`src/rtl/i2c_seq_pkg.sv`:
```
// Shared types and helpers for the I2C init-table sequencer.
package i2c_seq_pkg;

    localparam int unsigned SADR_W  = 7;
    localparam int unsigned RETRY_W = 4;

    typedef enum logic [3:0] {
        StIdle,
        StFetch,
        StLoad,
        StGap,
        StIssue,
        StWaitDone,
        StCheck,
        StGroupGap,
        StFin,
        StErr
    } seq_state_e;

    // A ROM word is {reg_addr, reg_data}; reg_data occupies the low bits.
    function automatic int unsigned rom_addr_lsb(int unsigned data_w);
        return data_w;
    endfunction

    function automatic int unsigned rom_addr_msb(int unsigned reg_aw, int unsigned data_w);
        return reg_aw + data_w - 1;
    endfunction

    // Bits needed to hold values 0..max(a,b)-1, never less than one bit.
    function automatic int unsigned cnt_width(int unsigned a, int unsigned b);
        int unsigned m;
        m = (a > b) ? a : b;
        return (m < 2) ? 1 : int'($clog2(m));
    endfunction

endpackage

```
`src/rtl/i2c_seq_ctrl_if.sv`:
```
// ROM and I2C-master-side signals of the init sequencer.
// The master modport is the sequencer's view; slave is the ROM/master-wrapper side.
interface i2c_seq_ctrl_if #(
    parameter int unsigned REG_AW = 16,
    parameter int unsigned DATA_W = 8,
    parameter int unsigned ROM_AW = 9
);
    logic [ROM_AW-1:0]        rom_addr;
    logic [REG_AW+DATA_W-1:0] rom_data;
    logic [6:0]               m_sadr;
    logic [REG_AW-1:0]        m_addr;
    logic [DATA_W-1:0]        m_data;
    logic                     m_start;
    logic                     m_ready;
    logic                     m_done;
    logic                     m_nack;

    modport master (
        output rom_addr,
        input  rom_data,
        output m_sadr,
        output m_addr,
        output m_data,
        output m_start,
        input  m_ready,
        input  m_done,
        input  m_nack
    );

    modport slave (
        input  rom_addr,
        output rom_data,
        input  m_sadr,
        input  m_addr,
        input  m_data,
        input  m_start,
        output m_ready,
        output m_done,
        output m_nack
    );
endinterface

```
`src/rtl/seq_delay_counter.sv`:
```
// Loadable down-counter used for both the per-write gap and the group gap.
// Holds at zero rather than wrapping.
module seq_delay_counter #(
    parameter int unsigned Width = 8
) (
    input  logic             clk,
    input  logic             reset,
    input  logic             load,
    input  logic             en,
    input  logic [Width-1:0] load_val,
    output logic             zero
);

    logic [Width-1:0] count_q;

    // Load has priority over counting; decrement stops at zero.
    always_ff @(posedge clk or posedge reset) begin
        if (reset) begin
            count_q <= '0;
        end else if (load) begin
            count_q <= load_val;
        end else if (en && (count_q != '0)) begin
            count_q <= count_q - 1'b1;
        end
    end

    // Zero flag straight from the count register.
    always_comb begin
        zero = (count_q == '0);
    end

endmodule

```
`src/rtl/i2c_seq_ctrl.sv`:
```
// I2C init sequencer: walks a {reg_addr, reg_data} table in a synchronous ROM and
// issues one master write per entry, with per-write and per-group idle gaps,
// bounded NACK retry, sticky error and abort.
module i2c_seq_ctrl
    import i2c_seq_pkg::*;
#(
    parameter logic [6:0]  SADR        = 7'b0010000,
    parameter int unsigned REG_AW      = 16,
    parameter int unsigned DATA_W      = 8,
    parameter int unsigned ROM_AW      = 9,
    parameter int unsigned NUM_ENTRIES = 386,
    parameter int unsigned GROUP_SIZE  = 4,
    parameter int unsigned GAP_WAIT    = 4,
    parameter int unsigned GROUP_WAIT  = 24'h493E00,
    parameter int unsigned MAX_RETRY   = 3
) (
    input  logic              clk,
    input  logic              reset,
    input  logic              start_top,
    input  logic              abort,
    i2c_seq_ctrl_if.master    bus,
    output logic              busy,
    output logic              done,
    output logic              error,
    output logic [ROM_AW-1:0] entry_idx
);

    localparam int unsigned CntW    = cnt_width(GAP_WAIT, GROUP_WAIT);
    localparam int unsigned GroupW  = cnt_width(GROUP_SIZE, 1);
    localparam int unsigned AddrMsb = rom_addr_msb(REG_AW, DATA_W);
    localparam int unsigned AddrLsb = rom_addr_lsb(DATA_W);

    localparam logic [CntW-1:0]    GapLoad   = CntW'(GAP_WAIT - 1);
    localparam logic [CntW-1:0]    GroupLoad = CntW'(GROUP_WAIT - 1);
    localparam logic [ROM_AW-1:0]  LastIdx   = ROM_AW'(NUM_ENTRIES - 1);
    localparam logic [GroupW-1:0]  GroupLast = GroupW'(GROUP_SIZE - 1);
    localparam logic [RETRY_W-1:0] MaxRetry  = RETRY_W'(MAX_RETRY);

    seq_state_e          state_q, state_d;
    logic [ROM_AW-1:0]   entry_idx_q, entry_idx_d;
    logic [RETRY_W-1:0]  retry_q, retry_d;
    logic [GroupW-1:0]   group_q, group_d;
    logic [REG_AW-1:0]   m_addr_q, m_addr_d;
    logic [DATA_W-1:0]   m_data_q, m_data_d;
    logic                error_q, error_d;
    logic                abort_q, abort_d;

    logic                issue_start;
    logic                dly_load;
    logic                dly_en;
    logic [CntW-1:0]     dly_val;
    logic                dly_zero;

    seq_delay_counter #(
        .Width (CntW)
    ) u_delay (
        .clk      (clk),
        .reset    (reset),
        .load     (dly_load),
        .en       (dly_en),
        .load_val (dly_val),
        .zero     (dly_zero)
    );

    // State and datapath registers.
    always_ff @(posedge clk or posedge reset) begin
        if (reset) begin
            state_q     <= StIdle;
            entry_idx_q <= '0;
            retry_q     <= '0;
            group_q     <= '0;
            m_addr_q    <= '0;
            m_data_q    <= '0;
            error_q     <= 1'b0;
            abort_q     <= 1'b0;
        end else begin
            state_q     <= state_d;
            entry_idx_q <= entry_idx_d;
            retry_q     <= retry_d;
            group_q     <= group_d;
            m_addr_q    <= m_addr_d;
            m_data_q    <= m_data_d;
            error_q     <= error_d;
            abort_q     <= abort_d;
        end
    end

    // Next-state logic, counter control and the master start strobe.
    always_comb begin
        state_d     = state_q;
        entry_idx_d = entry_idx_q;
        retry_d     = retry_q;
        group_d     = group_q;
        m_addr_d    = m_addr_q;
        m_data_d    = m_data_q;
        error_d     = error_q;
        abort_d     = abort_q;
        issue_start = 1'b0;
        dly_load    = 1'b0;
        dly_en      = 1'b0;
        dly_val     = '0;

        // An abort mid-transaction must wait for the master to finish, so
        // WAIT_DONE handles it itself; everywhere else it is immediate.
        if (abort && (state_q != StIdle) && (state_q != StWaitDone)) begin
            state_d = StIdle;
            abort_d = 1'b0;
        end else begin
            unique case (state_q)
                StIdle: begin
                    if (start_top && !abort) begin
                        state_d     = StFetch;
                        error_d     = 1'b0;
                        entry_idx_d = '0;
                        retry_d     = '0;
                        group_d     = '0;
                        abort_d     = 1'b0;
                    end
                end
                StFetch: begin
                    state_d = StLoad;
                end
                StLoad: begin
                    m_addr_d = bus.rom_data[AddrMsb:AddrLsb];
                    m_data_d = bus.rom_data[DATA_W-1:0];
                    dly_load = 1'b1;
                    dly_val  = GapLoad;
                    state_d  = StGap;
                end
                StGap: begin
                    if (dly_zero) begin
                        state_d = StIssue;
                    end else begin
                        dly_en = 1'b1;
                    end
                end
                StIssue: begin
                    if (bus.m_ready) begin
                        issue_start = 1'b1;
                        state_d     = StWaitDone;
                    end
                end
                StWaitDone: begin
                    if (abort) begin
                        abort_d = 1'b1;
                    end
                    if (bus.m_done) begin
                        abort_d = 1'b0;
                        if (abort || abort_q) begin
                            state_d = StIdle;
                        end else if (!bus.m_nack) begin
                            state_d = StCheck;
                        end else if (retry_q < MaxRetry) begin
                            // Re-issue the same write; m_addr/m_data are kept.
                            retry_d  = retry_q + 1'b1;
                            dly_load = 1'b1;
                            dly_val  = GapLoad;
                            state_d  = StGap;
                        end else begin
                            error_d = 1'b1;
                            state_d = StErr;
                        end
                    end
                end
                StCheck: begin
                    retry_d = '0;
                    if (entry_idx_q == LastIdx) begin
                        state_d = StFin;
                    end else begin
                        entry_idx_d = entry_idx_q + 1'b1;
                        if (group_q == GroupLast) begin
                            group_d  = '0;
                            dly_load = 1'b1;
                            dly_val  = GroupLoad;
                            state_d  = StGroupGap;
                        end else begin
                            group_d = group_q + 1'b1;
                            state_d = StFetch;
                        end
                    end
                end
                StGroupGap: begin
                    if (dly_zero) begin
                        state_d = StFetch;
                    end else begin
                        dly_en = 1'b1;
                    end
                end
                StFin: begin
                    state_d = StIdle;
                end
                StErr: begin
                    state_d = StIdle;
                end
                default: begin
                    state_d = StIdle;
                end
            endcase
        end
    end

    // Output drive; ROM address follows the entry index directly.
    always_comb begin
        bus.rom_addr = entry_idx_q;
        bus.m_sadr   = SADR;
        bus.m_addr   = m_addr_q;
        bus.m_data   = m_data_q;
        bus.m_start  = issue_start;
        busy         = (state_q != StIdle) && (state_q != StFin) && (state_q != StErr);
        done         = (state_q == StFin) && !abort;
        error        = error_q;
        entry_idx    = entry_idx_q;
    end

endmodule

```
`src/flat_wrapper.sv`:
```
// flat-port wrapper written by rule: the top's interface ports become plain ports
module i2c_seq_ctrl_flat import i2c_seq_pkg::*;
#(
    parameter logic [6:0]  SADR        = 7'b0010000,
    parameter int unsigned REG_AW      = 16,
    parameter int unsigned DATA_W      = 8,
    parameter int unsigned ROM_AW      = 9,
    parameter int unsigned NUM_ENTRIES = 386,
    parameter int unsigned GROUP_SIZE  = 4,
    parameter int unsigned GAP_WAIT    = 4,
    parameter int unsigned GROUP_WAIT  = 24'h493E00,
    parameter int unsigned MAX_RETRY   = 3
)
  (clk, reset, start_top, abort, busy, done, error, entry_idx, bus_rom_addr, bus_rom_data, bus_m_sadr, bus_m_addr, bus_m_data, bus_m_start, bus_m_ready, bus_m_done, bus_m_nack);
  i2c_seq_ctrl_if #(.REG_AW(REG_AW), .DATA_W(DATA_W), .ROM_AW(ROM_AW)) bus_i ();
  input  logic clk;
  input  logic reset;
  input  logic start_top;
  input  logic abort;
  output logic busy;
  output logic done;
  output logic error;
  output logic [ROM_AW-1:0] entry_idx;
  output wire logic [$bits(bus_i.rom_addr)-1:0] bus_rom_addr;
  input wire logic [$bits(bus_i.rom_data)-1:0] bus_rom_data;
  output wire logic [$bits(bus_i.m_sadr)-1:0] bus_m_sadr;
  output wire logic [$bits(bus_i.m_addr)-1:0] bus_m_addr;
  output wire logic [$bits(bus_i.m_data)-1:0] bus_m_data;
  output wire logic [$bits(bus_i.m_start)-1:0] bus_m_start;
  input wire logic [$bits(bus_i.m_ready)-1:0] bus_m_ready;
  input wire logic [$bits(bus_i.m_done)-1:0] bus_m_done;
  input wire logic [$bits(bus_i.m_nack)-1:0] bus_m_nack;
  assign bus_rom_addr = bus_i.rom_addr;
  assign bus_i.rom_data = bus_rom_data;
  assign bus_m_sadr = bus_i.m_sadr;
  assign bus_m_addr = bus_i.m_addr;
  assign bus_m_data = bus_i.m_data;
  assign bus_m_start = bus_i.m_start;
  assign bus_i.m_ready = bus_m_ready;
  assign bus_i.m_done = bus_m_done;
  assign bus_i.m_nack = bus_m_nack;
  i2c_seq_ctrl #(.SADR(SADR), .REG_AW(REG_AW), .DATA_W(DATA_W), .ROM_AW(ROM_AW), .NUM_ENTRIES(NUM_ENTRIES), .GROUP_SIZE(GROUP_SIZE), .GAP_WAIT(GAP_WAIT), .GROUP_WAIT(GROUP_WAIT), .MAX_RETRY(MAX_RETRY)) u_core (.clk(clk), .reset(reset), .start_top(start_top), .abort(abort), .bus(bus_i), .busy(busy), .done(done), .error(error), .entry_idx(entry_idx));
endmodule
```
`config.mk`:
```
export PLATFORM = sky130hd
export DESIGN_NAME = i2c_seq_ctrl_flat
export DESIGN_NICKNAME = d
export VERILOG_FILES = /design/src/rtl/i2c_seq_pkg.sv /design/src/rtl/i2c_seq_ctrl_if.sv /design/src/rtl/seq_delay_counter.sv /design/src/rtl/i2c_seq_ctrl.sv /design/src/flat_wrapper.sv
export SDC_FILE = /design/constraint.sdc
export NUM_CORES = 1
export LEC_CHECK = 0
export BUFFER_PORTS_ARGS = -buffer_cell sky130_fd_sc_hd__buf_2
export CAP_MARGIN = 20
export CORE_ASPECT_RATIO = 1.5
export CORE_MARGIN = 5
export CORE_UTILIZATION = 38
export DETAILED_ROUTE_END_ITERATION = 12
export GPL_TIMING_DRIVEN = 0
export HOLD_SLACK_MARGIN = 0.15
export PLACE_DENSITY = 0.58
export SYNTH_ARGS = -nofsm -noshare
export SYNTH_HDL_FRONTEND = slang
export SYNTH_HIERARCHICAL = 1
export SYNTH_SLANG_ARGS = --single-unit
```
`constraint.sdc`:
```
create_clock -name clk -period 2.95 [get_ports clk]
set_input_delay 0.295 -clock clk [delete_from_list [all_inputs] [get_ports clk]]
set_output_delay 0.295 -clock clk [all_outputs]
set_load 0.01 [all_outputs]
```
# Yosys cells after proc, flatten, opt, wreduce, memory -nomap -nowiden
# Index checks and enable logic that the tools add are counted.
[totals]
output_inout_bits = 53
word_cells = 125
ff_bits = 68
[op_classes]
muxes = 59
n_eq_ne = 26
n_addsub = 4
order_cmp = 1
n_reduce_logical = 25
bitwise_logic = 1
[ops]
columns = ["cell", "n"]
rows = [
  ["$mux W23", 8],
  ["$pmux W23 S3", 1],
  ["$mux W4", 15],
  ["$pmux W4 S8", 1],
  ["$logic_not A23 Y1", 1],
  ["$reduce_bool A23 Y1", 1],
  ["$sub A23 B1 Y23 const B", 1],
  ["$mux W1", 21],
  ["$mux W9", 2],
  ["$pmux W9 S2", 1],
  ["$eq A4 B3 Y1 const B", 4],
  ["$reduce_and A7 Y1", 2],
  ["$pmux W4 S3", 1],
  ["$ne A2 B2 Y1 const B", 5],
  ["$add A9 B1 Y9 const B", 1],
  ["$eq A9 B9 Y1 const B", 1],
  ["$ne A3 B1 Y1 const B", 3],
  ["$eq A4 B2 Y1 const B", 2],
  ["$mux W2", 4],
  ["$ne A4 B3 Y1 const B", 2],
  ["$ne A4 B4 Y1 const B", 2],
  ["$logic_and A1 B1 Y1", 7],
  ["$ne A3 B2 Y1 const B", 2],
  ["$reduce_bool A2 Y1", 3],
  ["other kinds (22)", 25],
]

# Logic depth before layout (Yosys ltp)
# Gate-level depths: netlist of run 1.
[depth]
word_depth = 8
mapped_depth = 14
depth_no_buf = 13

# Hierarchy
# The synthesis of run 1 kept the hierarchy.
[by_module_without_submodules]
columns = ["module", "area_each_um2", "cells_per_inst", "instances"]
rows = [
  ["i2c_seq_ctrl", 2456.1, 227, 1],
  ["seq_delay_counter", 1435.1, 154, 1],
]

# Least setup slack after synthesis of run 1
# OpenSTA, ideal clock, no wires.
[synth_path]
kind = "reg-to-reg"
from = "register u_core.u_delay.count_q[8]"
to = "register u_core.u_delay.count_q[9]"
arrival_time_ns = 2.918
stages_incl_launch_ff = 14
setup_ns = 0.125
path_slack_ns = -0.093
n_path_buf = 2
cell_sequence = "dfrtp_1 > or4_1 > buf_2 > or3_1 > buf_6 > nor2_1 > nor2_1 > nand4_1 > inv_1 > nor3b_2 > nand2_1 > a2111oi_0 > xor2_1 > mux2_2"
[synth_between]
elab_chain_cells = 6
[synth_lines]
columns = ["item", "line_no", "rtl"]
rows = [
  ["start, declared", "seq_delay_counter.sv:14", "logic [Width-1:0] count_q;"],
  ["start signal, assigned", "seq_delay_counter.sv:21", "count_q <= load_val;"],
  ["start signal, assigned", "seq_delay_counter.sv:23", "count_q <= count_q - 1'b1;"],
  ["$logic_not A23 Y1", "seq_delay_counter.sv:29", "zero = (count_q == '0);"],
  ["net u_core.dly_zero", "i2c_seq_ctrl.sv:52", "logic dly_zero;"],
  ["$mux W1", "i2c_seq_ctrl.sv:131, i2c_seq_ctrl.sv:183", ""],
  ["$mux W1", "--", ""],
  ["$mux W1", "i2c_seq_ctrl.sv:105", "if (abort && (state_q != StIdle) && (state_q != StWaitDone)) begin"],
  ["net u_core.dly_en", "i2c_seq_ctrl.sv:50", "logic dly_en;"],
  ["$logic_and A1 B1 Y1", "seq_delay_counter.sv:22", "end else if (en && (count_q != '0)) begin"],
  ["$reduce_bool A2 Y1 (no source line)", "--", ""],
]
# The timed path passes the listed nets, and every way through them passes these cells. The select of a mux whose other input is x is not followed.
# A chain may end at the register's enable or synchronous reset.

# Worst setup path in the final report of run 1
[layout_path]
from = "register u_core.u_delay.count_q[1]"
to = "register u_core.u_delay.count_q[10]"
# Same word-level chain as after synthesis.

==> results.md, run 1 <==
- The most used flip-flop cell after synthesis is sky130_fd_sc_hd__dfrtp_1.
- The normalized max-slew margin is 31.5%.
- The overall die area is 0.0124 mm2.
- The slowest stage of the critical path is the sky130_fd_sc_hd__or4_1 cell.
- The tree is rooted in a sky130_fd_sc_hd__clkbuf_16.
- At the end of the flow, the number of nets in the layout was 529.
- The highest clock rate is 355 MHz.
- The transition at the pin with the smallest max-transition slack is 1.02 ns.
- The pre-CTS worst setup slack is -0.527 ns.
- The flow ran to the end, and the final reports show no timing, DRC or antenna violations.
- The total of flip-flops plus latches after synthesis is 68.
- Internal power comes to 2.66 mW.
- The leading cell type in the layout, fill and taps excluded is sky130_fd_sc_hd__buf_2.
- After detailed routing, the number of remaining DRC violations is 0.
- After filler insertion, the fill cell instance count of the layout stands at 949.
- For this design the top-level I/O count stands at 84.
- At the worst endpoint, the arrival time is 3.07 ns.
- The total overflow left after global routing is 0.
- Global routing used 16.6% of the available tracks across all layers.
- The setup-violating endpoint count in the final report is 0.
- The core outline area is 0.0101 mm2.
- After detailed placement, the total cell area comes to 0.00450 mm2.
- In this run the cell area of the synthesized design comes to 0.00389 mm2.
- The number of buffers and inverters on the critical path is 2.
- Setup repair after global routing could not meet its margin everywhere.
- The number of flops mapped to enable cells by yosys is 0.
- The tightest hold path in the finished design has a slack of 0.172 ns.
- Across all register-to-register paths, the minimum setup slack is 0.13 ns.
- The worst path uses 95.5% of the clock period.
- In this run the deepest clock path goes through 2 buffers.
- The type of the worst setup path is reg -> reg.
- TritonCTS created 9 clock buffers.
- Between clock sinks in the finished design, the worst skew comes to 0.00768 ns.
- The number of antenna violations at the first check in global routing is 0.
- The final instance area is 0.00495 mm2.
- Net switching is 38.7% of the power.
- Sequential cells were found to cover 43.7% of the synthesized design area.
- The total inserted antenna cells is 0.
- The count of H-tree levels built during CTS is 3.
- At the worst endpoint, the required time is 3.20 ns.
- The share of total power dissipated in the clock network is 23.1%.
- The kind of path behind the tightest hold check is in -> reg.
- The final number of max-transition violations is 0.
- The number of instances in the synthesized netlist is 381.
- Entering global routing, the biggest net connects 34 pins.
- The share of final-layout standard cells stronger than drive strength 1 is 34.5%.
- The wire-length estimate of the detail-placed layout is 7240 um.
- In this run the power density over the cells is 878 mW/mm2.
- The violation count after the first detailed-routing iteration is 201.
- For this block, the routed nets add up to 10100 um of wire.
- At the end of routability-driven placement, the weighted congestion stood at 0.820.
- The synthesis warning total is 6.
- In this run the tool buffered the top-level ports with 75 buffer cells.
- Sequential cells burn 35.5% of the power.
- The number of unique standard cell types used by synthesis is 60.
- The CTS sink count is 68.
- The maximum vdd ir drop is 0.000528 V.
- The worst setup path is captured at a flip-flop.
- The TritonCTS clock tree is yes.
- The number of global-route vias before repair came to 3294.
- From left edge to right edge, the die measures 92.6 um.
- The share of async-settable or async-resettable flops after synthesis is 100%.
- For this run, the slowest stage of the critical path takes 0.53 ns.
- Clock-pin slew was measured on the worst setup and hold paths at 0.06 ns.
- The kind of cell with the highest combined delay along the critical path is simple AND/OR/NAND/NOR gates.
- The row count is 45.
- The top cell types in the final layout, fill and taps aside, are 81 x sky130_fd_sc_hd__buf_2, 67 x sky130_fd_sc_hd__dfrtp_1, 31 x sky130_fd_sc_hd__buf_4, 27 x sky130_fd_sc_hd__nand2_1, 20 x sky130_fd_sc_hd__mux2_1.
- The initial utilization of the core area, before any placement, comes to 38.6%.
- After detailed routing, the average wire length per cell comes to 16.4 um.
- The remaining antenna violation count is 0.
- The setup slack of the critical path after layout is 0.132 ns.
- The first global-routing pass estimated 16300 um of wire.
- The leakage power is 2.29 nW.
- The final critical-path required period is 2.82 ns.
- The worst-skew pair later-pin latency is 0.34 ns.
- The routed via count divided by cell count is 5.35.
- The relative contribution of combinational cells to total power is 41.4%.
- The reported max-cap violation count is 0.
- A synthesized cell averages 10.2 um2.
- The power spent charging and discharging nets is 1.68 mW.
- The overall die height is 134 um.
- Of all nets on the critical path, the largest fanout is 7.
- The power consumption is 4.35 mW.
- The detailed router placed 3293 vias in this run.
- The worst setup path is launched from a flip-flop.
- The critical path goes through inv_2 > ha_4 > nor4b_4 > nand4_1 > nor2_2 > nor2_1 > nand4_1 > inv_2 > nor3b_4 > and3b_2 > o211ai_1 > or4_1 > a31oi_1.
- The hold violation count in the final report is 0.
- From synthesis to final layout, the design area changed by 27.2%.
- The first-pass iteration count of the detailed router is 4.
power groups by stage:
stage,registers [mW],clock network [mW],logic [mW]
finish,1.54,1.00,1.80
global route,1.59,1.09,1.98
CTS,1.53,1.03,1.72
detailed placement,1.55,0,1.63
global placement,1.53,0,1.60
floorplan,1.59,0,1.07
layout make-up:
cell class / count / area (um2) / area share, %
clock inverters: 7 / 52.6 / 1.06
multi-input cells: 274 / 2030 / 41.0
well taps: 117 / 146 / 2.96
inverters: 18 / 67.6 / 1.37
plain buffers: 30 / 199 / 4.02
clock buffers: 9 / 225 / 4.55
flip-flops and latches: 68 / 1700 / 34.4
repair buffers: 92 / 526 / 10.6
through the flow:
step | TNS [ns] | util [%] | cells
floorplan | 0 | - | 393
global placement | -7.92 | 44.3 | 585
detailed placement | -6.39 | 44.6 | 587
CTS | 0 | 48.1 | 609
global route | -0.0351 | 49.1 | 615
finish | 0 | 49.1 | 615
Yosys cell counts (4+ instances only):
cell | n | area share [%]
sky130_fd_sc_hd__a2111oi_0 | 4 | 0.90
sky130_fd_sc_hd__a211oi_1 | 4 | 0.77
sky130_fd_sc_hd__a21oi_1 | 15 | 1.9
sky130_fd_sc_hd__a22o_1 | 4 | 0.90
sky130_fd_sc_hd__buf_2 | 6 | 0.77
sky130_fd_sc_hd__buf_4 | 18 | 3.5
sky130_fd_sc_hd__clkbuf_1 | 6 | 0.58
sky130_fd_sc_hd__dfrtp_1 | 68 | 44
sky130_fd_sc_hd__ha_1 | 5 | 1.6
sky130_fd_sc_hd__inv_1 | 18 | 1.7
sky130_fd_sc_hd__mux2_1 | 20 | 5.8
sky130_fd_sc_hd__mux2_2 | 10 | 2.9
sky130_fd_sc_hd__mux2i_1 | 6 | 1.5
sky130_fd_sc_hd__nand2_1 | 28 | 2.7
sky130_fd_sc_hd__nand3_1 | 10 | 1.3
sky130_fd_sc_hd__nand4_1 | 6 | 0.96
sky130_fd_sc_hd__nor2_1 | 14 | 1.4
sky130_fd_sc_hd__nor3_1 | 10 | 1.3
sky130_fd_sc_hd__o211ai_1 | 6 | 1.2
sky130_fd_sc_hd__o21ai_0 | 19 | 2.4
sky130_fd_sc_hd__o31ai_1 | 9 | 1.7
sky130_fd_sc_hd__or3_1 | 7 | 1.1
sky130_fd_sc_hd__or4_1 | 9 | 1.7
sky130_fd_sc_hd__xnor2_1 | 8 | 1.8
sky130_fd_sc_hd__xor2_1 | 12 | 2.7
state kept, by name, summed over array words and instances, names as in the netlist:
signal and cells:
u_core/bus.m_addr 16, u_core/abort_q 1, u_core/group_q 2, u_core/bus.m_data 8, u_core/state_q 4, u_core/error 1, u_core/retry_q 4, u_core/bus.rom_addr 9
u_core/u_delay/count_q 23
worst paths after layout:
check,start,endpoint,depth (start not counted)
worst min-delay path,bus_rom_data[13],u_core/bus.m_addr[5]$_DFFE_PP0P_,2
max in group asynchronous,reset,u_core/u_delay/count_q[5]$_DFFE_PP0P_,3
min in group asynchronous,reset,u_core/bus.m_data[5]$_DFFE_PP0P_,3
worst max-delay path,u_core/u_delay/count_q[1]$_DFFE_PP0P_,u_core/u_delay/count_q[10]$_DFFE_PP0P_,13
worst max register to register,u_core/u_delay/count_q[1]$_DFFE_PP0P_,u_core/u_delay/count_q[10]$_DFFE_PP0P_,13
worst min register to register,u_core/bus.m_addr[6]$_DFFE_PP0P_,u_core/bus.m_addr[6]$_DFFE_PP0P_,1
metal layers:
| layer | track usage [%] | up-vias | share of wire (%) |
|---|---|---|---|
| li1 | - | 1597 | - |
| met2 | 30.6 | 80 | 54 |
| met4 | 5.87 | 0 | 1.9 |
| met5 | 0 | - | 0 |
| met3 | 4.66 | 14 | 4.9 |
| met1 | 18.0 | 1602 | 39 |
what timing repair did:
action | in CTS | in global routing
endpoints found under the setup margin | 23 | 18
gates resized for setup | 10 | 16
hold endpoints to repair | 12 | 0
pin swaps | 4 | 11
hold buffers | 1 | 0
setup buffers | 6 | 8
cell families after synthesis:
logic type | count (synthesis) | share of synthesized area (%)
buffers and inverters | 51 | 7.23
adders and majority gates | 5 | 1.61
muxes | 36 | 10.2
other | 2 | 0.193
AOI/OAI and AO/OA | 77 | 13.2
and+or+nand+nor | 122 | 19.3
xor gates and xnor gates | 20 | 4.50
DFF | 68 | 43.7
(Power assumes the default switching activity.)
==> inputs of run 2 (changes only) <==
- RECOVER_POWER: not set -> 50
- SYNTH_HIERARCHICAL: 1 -> not set
==> run 2 against run 1 <==
Sequential power down 6%. Sequential share of layout area up 1.8 points. Hold slack worse by 0.014 ns. Clock skew about the same. Largest power group is now registers. Sequential cell count unchanged. Core utilization down 2.5 points. Setup slack better by 0.35 ns. Maximum frequency up 14%. Largest cell class unchanged. Clock power about the same.
==> results.md, run 2 <==
- The worst-skew pair later-pin latency came to 0.32 ns (-0.02 ns).
- The post-cts hold buffer count is 0 (-1).
- The remaining antenna violation count is 0 (unchanged).
- The clock slew seen by the registers of the worst setup and hold paths came to 0.05 ns (about the same).
- The share of final-layout standard cells stronger than drive strength 1 is 23.1% (-11 points).
- The number of unique standard cell types used by synthesis was 62 (+3.3%).
- The clock root buffer is sky130_fd_sc_hd__clkbuf_16.
- The number of buffers and inverters on the critical path is 2 (unchanged).
- The total global-route track usage was 16.5% (-0.17 points).
- The transition at the pin with the smallest max-transition slack is 1.42 ns (+0.395 ns).
- The final clock period utilization by the worst path is 83.5% (-12 points).
- The final critical-path required period is 2.46 ns (-0.354 ns).
- The part of the Yosys area used for sequential elements came to 43.6% (-0.11 points).
- The final core area utilization is 46.6% (-2.5 points).
- The CTS sink count is 68 (unchanged).
- The wire length of the first global-routing pass came to 16400 um (+0.55%).
- The most flop-heavy register is u_core.u_delay.count_q.
- The first-pass iteration count of the detailed router is 4 (unchanged).
- The met2 usage in global routing is 30.0% (-0.57 points).
- The power density normalized to cell area is 793 mW/mm2 (-9.7%).
- The setup-violating endpoint count in the final report was 0 (unchanged).
- The synthesis warning total is 0 (-6).
- The overall die height came to 134 um (+0.12%).
- The required time of the critical path was 3.21 ns (about the same).
- The reported max-cap violation count is 0 (unchanged).
- The length in cells of the worst reg-to-reg path is 8 (-5).
- The worst hold path cell count is 3 (+1).
- The number of buffers created by CTS is 9 (unchanged).
- The most used flip-flop cell after synthesis is sky130_fd_sc_hd__dfrtp_1.
- The placer congestion estimate was 0.839 (+2.3%).
- The via count was 3473 (+5.5%).
- The per-instance average area after synthesis is 9.22 um2 (-9.7%).
- The number of antenna violations at the first check in global routing is 0 (unchanged).
- The clock tree buffer depth is 2 (unchanged).
- The share of async-settable or async-resettable flops after synthesis is 100% (unchanged).
- The most common cell in the synthesized netlist is sky130_fd_sc_hd__nand2_1.
- The worst hold path begins at bus_rom_data[9].
- The total inserted antenna cells came to 0 (unchanged).
- The leakage power is 2.26 nW (-1.2%).
- The startpoint kind of the worst setup timing path is a flip-flop.
- The largest delay contributor family on the critical path is simple AND/OR/NAND/NOR gates.
- The total of flip-flops plus latches after synthesis is 68 (unchanged).
- The hold violation count in the final report is 0 (unchanged).
- The normalized max-slew margin is 5.53% (-26 points).
- The overall die area is 0.0124 mm2 (+0.23%).
- The flow ran to the end, and the final reports show no timing, DRC or antenna violations.
- The per-cell routed wire length is 15.9 um (-3.5%).
- The met3 usage is 3.14% (-1.5 points).
- The number of instances in the synthesized netlist is 423 (+11%).
- The top-area cell type share of the netlist area is 43.6% (-0.11 points).
- The global routing usage on met1 is 18.7% (+0.64 points).
- The number of port buffers was 76 (+1.3%).
- The slack of the worst reg-to-reg path is 0.49 ns (+0.35 ns).
- The peak fanout along the critical path came to 10 (+3).
- The cell area after synthesis is 0.00390 mm2 (+0.26%).
- The min-delay analysis places its worst path in the category in -> reg.
- The end of the worst hold path is u_core.bus.m_addr[1]$_DFFE_PP0P_.
- The routed wire length is 10100 um (unchanged).
- The row count is 45 (unchanged).
- In this run the critical register-to-register path is captured at u_core.u_delay.count_q[6]$_DFFE_PP0P_.
- Yosys attributes the largest share of cell area to sky130_fd_sc_hd__dfrtp_1 44%, sky130_fd_sc_hd__nand2_1 8.9%, sky130_fd_sc_hd__buf_4 3.3%.
- The maximum number of pins on one net before global-route repair is 69 (+100%).
- The count of unresolved DRC violations after routing came to 0 (unchanged).
- The maximum single-stage delay on the critical path is 0.59 ns (+0.06 ns).
- The violation count after the first detailed-routing iteration came to 107 (-47%).
- The power spent charging and discharging nets is 1.40 mW (-17%).
- The biggest area contributor in the post-synthesis netlist is sky130_fd_sc_hd__dfrtp_1.
- The leading cell type in the layout, fill and taps excluded is sky130_fd_sc_hd__nand2_1.
- The maximum vdd ir drop is 0.000368 V (-30%).
- The worst-path cell with the longest stage delay is sky130_fd_sc_hd__nor4b_2.
- The nature of the critical path endpoint is a flip-flop.
- The remaining global-route overflow was 0 (unchanged).
- The placed instance area is 0.00445 mm2 (-1.1%).
- The number of flops mapped to enable cells by yosys is 0 (unchanged).
- The post-CTS repair timing setup buffer count is 0 (-6).
- The final net count is 552 (+4.3%).
- The relative contribution of combinational cells to total power is 34.3% (-7.1 points).
- The final instance area came to 0.00470 mm2 (-5.0%).
- The number of primary I/O pins is 84 (unchanged).
- The number of standard cells in the layout, taps in and fillers out was 637 (+3.6%).
- The core outline area is 0.0101 mm2 (unchanged).
- The sequential share of power is 38.9% (+3.4 points).
- The effective utilization at floorplan came to 38.7% (+0.099 points).
- The critical path goes through inv_1 > ha_1 > nor4b_1 > a41oi_1 > buf_2 > nor4b_2 > o32a_1 > o22a_1.
- The sum of negative setup slack came to 0 ns (unchanged).
- The number of flip-flops in the largest register is 23 (unchanged).
- The HPWL after detailed placement is 7630 um (+5.4%).
- The cell total after placement is 621 (+5.8%).
- In the layout the commonest cells are 92 x sky130_fd_sc_hd__nand2_1, 68 x sky130_fd_sc_hd__dfrtp_1, 64 x sky130_fd_sc_hd__buf_2, 33 x sky130_fd_sc_hd__nor2_1, 31 x sky130_fd_sc_hd__clkbuf_1.
- The post-CTS resize count was 0 (-10).
- The layer flagged by global routing as most heavily used is met2.
- Relative to the synthesized area, the layout overhead comes to 20.5%.
- The part of the power in the clock network was 26.8% (+3.7 points).
- Setup repair after global routing left no endpoint under its margin.
- The clock tree skew after final layout was 0.00728 ns (-0.000398 ns).
- The number of global-route vias before repair is 3401 (+3.2%).
- The internal power is 2.32 mW (-13%).
- The arrival time of the worst setup path was 2.72 ns (-0.35 ns).
- The worst register-to-register path begins at u_core.u_delay.count_q[0]$_DFFE_PP0P_.
- The count of H-tree levels built during CTS is 3 (unchanged).
- The routed via count divided by cell count is 5.45 (+1.8%).
- TritonCTS built the clock tree.
- The switching share of total power came to 37.6% (-1.1 points).
- The highest clock rate is 406 MHz (+14%).
- The final number of max-transition violations is 0 (unchanged).
- By startpoint and endpoint, the worst setup path is classified as reg -> reg.
- The die extent in x is 92.7 um (+0.11%).
- Sorting the synthesized cells by how often they occur yields 92 x sky130_fd_sc_hd__nand2_1, 68 x sky130_fd_sc_hd__dfrtp_1, 33 x sky130_fd_sc_hd__nor2_1, 17 x sky130_fd_sc_hd__buf_4, 14 x sky130_fd_sc_hd__o21ai_0.
-- run 2: cell types whose count changed after synthesis, moves of 6 or more --
cell	delta
sky130_fd_sc_hd__or4_1	-6
sky130_fd_sc_hd__mux2_2	-10
sky130_fd_sc_hd__o32a_1	+9
sky130_fd_sc_hd__mux2_1	-20
sky130_fd_sc_hd__nand2_1	+64
sky130_fd_sc_hd__inv_1	-6
sky130_fd_sc_hd__nor2_1	+19
sky130_fd_sc_hd__o31ai_1	-6
sky130_fd_sc_hd__o22a_1	+10
sky130_fd_sc_hd__a311oi_1	+6
-- run 2: cell type report --
| class | count | area, um2 |
|---|---|---|
| clock buffers | 13 | 260 |
| flip-flops and latches | 68 | 1700 |
| clock inverters | 3 | 21.3 |
| plain buffers | 37 | 239 |
| well taps | 117 | 146 |
| multi-input cells | 311 | 1930 |
| fillers | 1004 | 5380 |
| inverters | 12 | 45.0 |
| repair buffers | 76 | 352 |
-- run 2: metrics by stage --
stage / total power, mW / setup WS, ns / hold WS [ns]
final: 3.72 / 0.486 / 0.158
after global routing: 3.98 / 0.275 / 0.157
after CTS: 3.80 / 0.434 / 0.152
after detailed placement: 2.79 / 0.471 / 0.458
after global placement: 2.76 / 0.00482 / 0.455
after floorplan: 2.31 / 0.774 / 0.400
-- run 2: logic make-up (layout without fill, tap and decap cells) --
logic type,after synthesis,count (layout),share of synthesized area [%]
AO/OA/AOI/OAI,87,87,17.6
XOR/XNOR,11,11,2.47
adder cells (fa/ha/maj),6,6,1.92
buffers and inverters,49,141,7.28
flip-flops,68,68,43.6
multiplexers,2,2,0.513
other,2,7,0.193
AND/OR/NAND/NOR,198,198,26.4
-- run 2: worst max-delay path by stage --
stage | cells past startpoint | slack, ns | start | end
6_report | 8 | 0.49 | u_core.u_delay.count_q[0]$_DFFE_PP0P_ | u_core.u_delay.count_q[6]$_DFFE_PP0P_
5_1_grt | 8 | 0.28 | u_core.u_delay.count_q[0]$_DFFE_PP0P_ | u_core.u_delay.count_q[6]$_DFFE_PP0P_
4_1_cts | 8 | 0.43 | u_core.u_delay.count_q[0]$_DFFE_PP0P_ | u_core.u_delay.count_q[6]$_DFFE_PP0P_
3_5_place_dp | 8 | 0.47 | u_core.u_delay.count_q[0]$_DFFE_PP0P_ | u_core.u_delay.count_q[6]$_DFFE_PP0P_
3_3_place_gp | 2 | 0.005 | reset | u_core.u_delay.count_q[14]$_DFFE_PP0P_
2_1_floorplan | 7 | 0.77 | u_core.retry_q[0]$_DFFE_PP0P_ | u_core.u_delay.count_q[4]$_DFFE_PP0P_
-- run 2: power by group through the flow --
| stage | Sequential (mW) | Combinational (mW) | Clock (mW) |
|---|---|---|---|
| after detailed placement | 1.45 | 1.33 | 0 |
| after global routing | 1.49 | 1.43 | 1.06 |
| after floorplan | 1.49 | 0.819 | 0 |
| after global placement | 1.45 | 1.32 | 0 |
| after CTS | 1.44 | 1.34 | 1.02 |
| final | 1.45 | 1.28 | 0.997 |
-- run 2: metal layers --
| metal | share of wire (%) | wire length (um) |
|---|---|---|
| met4 | 2.4 | 246 |
| met2 | 54 | 5460 |
| met5 | 0 | 0 |
| met3 | 4.5 | 453 |
| met1 | 39 | 3950 |
-- run 2: worst min-delay path: cells and delay by family --
kind / cells / cell delay (ns)
and+or+nand+nor: 2 / 0.08
buffers and inverters: 1 / 0.07
